==> src/rtl/riscv_mem_pkg.sv <==
// Shared types and default widths for the instruction/data memory arbiter.
package riscv_mem_pkg;

   localparam int ADDR_W_DEF      = 32;
   localparam int DATA_W_DEF      = 32;
   localparam int MAX_DSTREAK_DEF = 4;
   localparam int TIMEOUT_DEF     = 16;

   typedef enum logic [1:0] {
      IDLE  = 2'd0,
      ISSUE = 2'd1,
      WAIT  = 2'd2
   } state_t;

   typedef enum logic {
      OWN_I = 1'b0,
      OWN_D = 1'b1
   } owner_t;

endpackage

==> src/rtl/riscv_mem_arbiter.sv <==
// Serialising arbiter sharing one single-port memory between the fetch (I) and
// load/store (D) ports; D has priority, bounded by an anti-starvation streak.
module riscv_mem_arbiter
   import riscv_mem_pkg::*;
#(
   parameter int ADDR_W      = ADDR_W_DEF,
   parameter int DATA_W      = DATA_W_DEF,
   parameter int MAX_DSTREAK = MAX_DSTREAK_DEF,
   parameter int TIMEOUT     = TIMEOUT_DEF
) (
   input  logic                clk,
   input  logic                reset_n,
   input  logic                i_req,
   input  logic [ADDR_W-1:0]   i_addr,
   output logic                i_gnt,
   output logic                i_rvalid,
   output logic [DATA_W-1:0]   i_rdata,
   output logic                i_err,
   input  logic                d_req,
   input  logic                d_we,
   input  logic [DATA_W/8-1:0] d_be,
   input  logic [ADDR_W-1:0]   d_addr,
   input  logic [DATA_W-1:0]   d_wdata,
   output logic                d_gnt,
   output logic                d_rvalid,
   output logic [DATA_W-1:0]   d_rdata,
   output logic                d_err,
   output logic                mem_req,
   output logic                mem_we,
   output logic [DATA_W/8-1:0] mem_be,
   output logic [ADDR_W-1:0]   mem_addr,
   output logic [DATA_W-1:0]   mem_wdata,
   input  logic                mem_gnt,
   input  logic                mem_rvalid,
   input  logic [DATA_W-1:0]   mem_rdata,
   output logic                busy,
   output logic [1:0]          dbg_state
);

   localparam int BE_W = DATA_W / 8;
   localparam int SW   = $clog2(MAX_DSTREAK + 1);
   localparam logic [SW-1:0] STREAK_MAX = SW'(MAX_DSTREAK);
   localparam logic [7:0]    TMO_LAST   = 8'(TIMEOUT - 1);

   // Handshake: a port request is accepted in the cycle its x_gnt is high; an
   // unaccepted request must be held. mem_req is held until mem_gnt, then the
   // arbiter waits for exactly one mem_rvalid and returns a one-cycle x_rvalid.
   state_t             state;
   owner_t             owner;
   logic [SW-1:0]      streak;
   logic [7:0]         timer;
   logic               lat_we;
   logic [BE_W-1:0]    lat_be;
   logic [ADDR_W-1:0]  lat_addr;
   logic [DATA_W-1:0]  lat_wdata;

   logic               rsp_done;
   logic               rsp_err;
   logic [DATA_W-1:0]  rsp_data;

   always_comb begin
      i_gnt = 1'b0;
      d_gnt = 1'b0;
      if (state == IDLE) begin
         if (d_req && !(i_req && streak == STREAK_MAX)) d_gnt = 1'b1;
         else if (i_req)                                i_gnt = 1'b1;
      end
   end

   always_comb begin
      rsp_done = (state == WAIT) && (mem_rvalid || timer == TMO_LAST);
      rsp_err  = !mem_rvalid;
      rsp_data = (mem_rvalid && !lat_we) ? mem_rdata : '0;
   end

   assign mem_req   = (state == ISSUE);
   assign mem_we    = lat_we;
   assign mem_be    = lat_be;
   assign mem_addr  = lat_addr;
   assign mem_wdata = lat_wdata;
   assign busy      = (state != IDLE);
   assign dbg_state = state;

   always_ff @(posedge clk or negedge reset_n) begin
      if (!reset_n) begin
         state     <= IDLE;
         owner     <= OWN_I;
         streak    <= '0;
         timer     <= '0;
         lat_we    <= 1'b0;
         lat_be    <= '0;
         lat_addr  <= '0;
         lat_wdata <= '0;
         i_rvalid  <= 1'b0;
         i_rdata   <= '0;
         i_err     <= 1'b0;
         d_rvalid  <= 1'b0;
         d_rdata   <= '0;
         d_err     <= 1'b0;
      end else begin
         i_rvalid <= 1'b0;
         i_err    <= 1'b0;
         d_rvalid <= 1'b0;
         d_err    <= 1'b0;
         case (state)
            IDLE: begin
               if (d_gnt) begin
                  owner     <= OWN_D;
                  lat_we    <= d_we;
                  lat_be    <= d_be;
                  lat_addr  <= d_addr;
                  lat_wdata <= d_wdata;
                  state     <= ISSUE;
                  // Only D wins that keep a pending fetch waiting count toward the streak.
                  if (!i_req)                    streak <= '0;
                  else if (streak != STREAK_MAX) streak <= streak + SW'(1);
               end else if (i_gnt) begin
                  owner     <= OWN_I;
                  lat_we    <= 1'b0;
                  lat_be    <= '1;
                  lat_addr  <= i_addr;
                  lat_wdata <= '0;
                  streak    <= '0;
                  state     <= ISSUE;
               end
            end
            ISSUE: begin
               if (mem_gnt) begin
                  state <= WAIT;
                  timer <= '0;
               end
            end
            WAIT: begin
               timer <= timer + 8'd1;
               if (rsp_done) begin
                  state <= IDLE;
                  if (owner == OWN_I) begin
                     i_rvalid <= 1'b1;
                     i_rdata  <= rsp_data;
                     i_err    <= rsp_err;
                  end else begin
                     d_rvalid <= 1'b1;
                     d_rdata  <= rsp_data;
                     d_err    <= rsp_err;
                  end
               end
            end
            default: state <= IDLE;
         endcase
      end
   end

endmodule

==> config.mk <==
export PLATFORM = sky130hd
export DESIGN_NAME = riscv_mem_arbiter
export DESIGN_NICKNAME = d
export VERILOG_FILES = /design/src/rtl/riscv_mem_pkg.sv /design/src/rtl/riscv_mem_arbiter.sv
export SDC_FILE = /design/constraint.sdc
export NUM_CORES = 1
export LEC_CHECK = 0
export ABC_AREA = 1
export BUFFER_PORTS_ARGS = -buffer_cell sky130_fd_sc_hd__buf_2
export CORE_UTILIZATION = 52
export DETAILED_ROUTE_END_ITERATION = 10
export HOLD_SLACK_MARGIN = 0.08
export PLACE_DENSITY = 0.86
export SETUP_SLACK_MARGIN = 0.15
export SYNTH_ARGS = -nofsm -noshare
export SYNTH_HDL_FRONTEND = slang
export SYNTH_SLANG_ARGS = --single-unit
==> constraint.sdc <==
create_clock -name clk -period 3 [get_ports clk]
set_clock_uncertainty 0.05 [all_clocks]
set_input_delay 0.6 -clock clk [delete_from_list [all_inputs] [get_ports clk]]
set_output_delay 0.6 -clock clk [all_outputs]
set_load 0.1 [all_outputs]
==> impl_results.md <==
* Grt ovf at 0
* F_max at 398 MHz
* Worst slack, placed at 0.800 ns
* RSZ-0062 raised after global routing: false
* Via-to-Cell Ratio at 5.08
* CP Cell Sequence: nor2_1 -> nand2_1 -> a21oi_4 -> buf_12
* Cts hold-fix bufs at 0
* Layout cells sized above 1 at 31.5%
* Routed WL at 17900 µm
* Core area at 0.0122 mm²
* Layout Nets at 1190
* Die width at 114 µm
* Worst skew pair latency at roughly 0.42 ns
* Vias at 6233
* Yosys Warn Count at 0
* Sequential area share after synthesis at just under 60%
* Drt pass-1 iters at 5
* Worst slew margin at 57.7%
* CTS sink count at ~150
* Post-CTS Resized at 0
* Status: finished clean
* Syn nets at between 900 and 1000
* Type of origin of the critical path: flip-flop
* Final Hold Fails at 0
* Final ANT Viol Nets at 0
* Max Cap Viol at 0
* Met3 Routed Length at 1060 µm
* Vias in the first global route at 5905
* Half-perimeter wire length after placement at 12400 µm
* Final period util at 83.7%
* Dpl cell area at 0.00810 mm²
* Setup Crit Path Kind: reg2out
* Final Util at 71.0%
* Nature of the critical path endpoint: primary output
* Synth Instances at 781
* Starting DRT DRC Count at between 500 and 600
* Min-Delay Path Class: in2async
* Arr. time, crit path at 1.86 ns
* CP peak stage delay at between 0.4 and 0.5 ns
* Yosys reg bits at between 150 and 200
* Worst slew pin tran at between 0.6 and 0.7 ns
* Met1 Wirelength at 7210 µm
* Minimum clock period after layout at 2.51 ns
* Met2 wire len at approximately 9000 µm
* Post-route cell area at 0.00864 mm²
* Setup Viol. Count Final at 0
* Final GP Congestion at approximately 0.88
* Crit-path max FO at 7
* Buf+Inv Stages, Crit Path at 1
* DRC viols at 0
* Synth Cell Area at 0.00656 mm²
* Wire per inst at roughly 15 µm
* IO buf count at 281
* Die height at 114 µm
* Final Slew Violations at 0
* Die ar. at 0.0131 mm²
* P&R area growth vs syn at 31.7%
* Std cell rows at 40
* # Post-CTS Setup Buffers at 0
* Synth cell types at 25
* CTS root buf: clkbuf_16
* # H-tree levels at 4
* Largest net degree at the start of global routing at 67
* Num CTS Buffers at 17
* Highest-delay cell along the critical path: dfrtp_2
* CTS tree: done
* Max layer used: met4
* Total Routing Usage GR at approximately 29%
* CP top delay family: flip-flops
* Clock-pin slew on the worst setup and hold paths at about 0.05 ns
* Initial Util at 53.9%
* Worst Path Required at 2.35 ns
* Fin worst setup slack at just under 0.5 ns
* Syn avg cell area at 8.40 µm²
* Clock Path Buffers at 2
* First-pass GRT wire length at 28600 µm
* Initial antenna violation count at 0
* Inserted Diodes at 0
* IO Count at 282
* Setup TNS at 0 ns
-- stage by stage --
step	hold slack (ns)	std cells
floorplan	0.254	781
global placement	0.399	1197
detailed placement	0.403	1197
CTS	0.120	1227
global route	0.138	1227
finish	0.0990	1227
-- layout make-up --
type | instances | area (µm²)
inverters | 50 | 191
multi-input cells | 532 | 2330
repair buffers | 296 | 1580
fillers | 982 | 3530
clock buffers | 27 | 523
well taps | 168 | 210
flip-flops and latches | 151 | 3780
clock inverters | 3 | 15.0
-- path summary, 6_finish.rpt --
kind	startpoint	end	slack, ns	cells past startpoint
worst max-delay path	dbg_state[0]	i_gnt	0.49	4
worst min-delay path	reset_n	mem_addr[2]	0.1	1
worst max register to register	streak[0]	mem_addr[12]	0.89	9
worst min register to register	i_rdata[23]	i_rdata[23]	0.41	2
max in group asynchronous	reset_n	mem_wdata[28]	2.00	2
min in group clk	mem_gnt	dbg_state[0]	0.32	2
-- layer usage --
layer,GRT usage (%),up-vias
met5,0,-
met4,14.1,0
met3,6.56,52
met2,47.9,262
met1,34.9,2910
li1,-,3009
-- cell usage after synthesis --
library cell / number / area (µm²)
o21ai_0: 8 / 40.0
ha_1: 3 / 37.5
buf_6: 4 / 45.0
clkbuf_1: 9 / 33.8
o21ai_1: 2 / 10.0
inv_1: 46 / 173
o31ai_1: 1 / 7.51
a21oi_1: 4 / 20.0
nand2_1: 346 / 1300
buf_1: 5 / 18.8
o22ai_1: 2 / 12.5
clkinv_1: 1 / 3.75
nor2_4: 2 / 22.5
nor3_1: 1 / 5.00
nand3_1: 38 / 190
buf_4: 7 / 52.6
xor2_1: 3 / 26.3
dfrtp_1: 151 / 3780
o21bai_4: 1 / 18.8
nor2_1: 53 / 199
buf_2: 23 / 115
nand3_2: 1 / 10.0
nand4_1: 66 / 413
inv_2: 3 / 11.3
a21oi_4: 1 / 16.3
-- placed cells by master, fill, tap and decap left out, drive strengths merged, types with 3 or more instances in the layout --
cell type / Yosys / final
dfrtp: 151 / 151
ha: 3 / 3
inv: 49 / 48
nor2: 55 / 55
xor2: 3 / 3
clkbuf: 9 / 27
nand4: 66 / 66
a21oi: 5 / 5
o21ai: 10 / 10
nand2: 346 / 346
buf: 39 / 296
clkinv: 1 / 4
nand3: 39 / 39
-- cell families after synthesis --
logic type               after synthesis  share of synthesized area, %
adder cells (fa/ha/maj)                3                         0.572
flip-flops                           151                          57.6
buffers and inverters                 98                          6.91
AND/OR/NAND/NOR                      507                          32.6
XOR/XNOR                               3                         0.401
AO/OA/AOI/OAI                         19                          1.91
-- sequential cells by signal, indices dropped and copies added (netlist names) --
register   cells
i_err          1
mem_be         4
d_rvalid       1
streak         3
dbg_state      2
owner          1
d_rdata       32
mem_wdata     32
mem_addr      32
i_rvalid       1
d_err          1
mem_we         1
timer          8
i_rdata       32
Power is not shown: default switching activity piles up to over one toggle a cycle in this logic, so the estimate is an artifact.
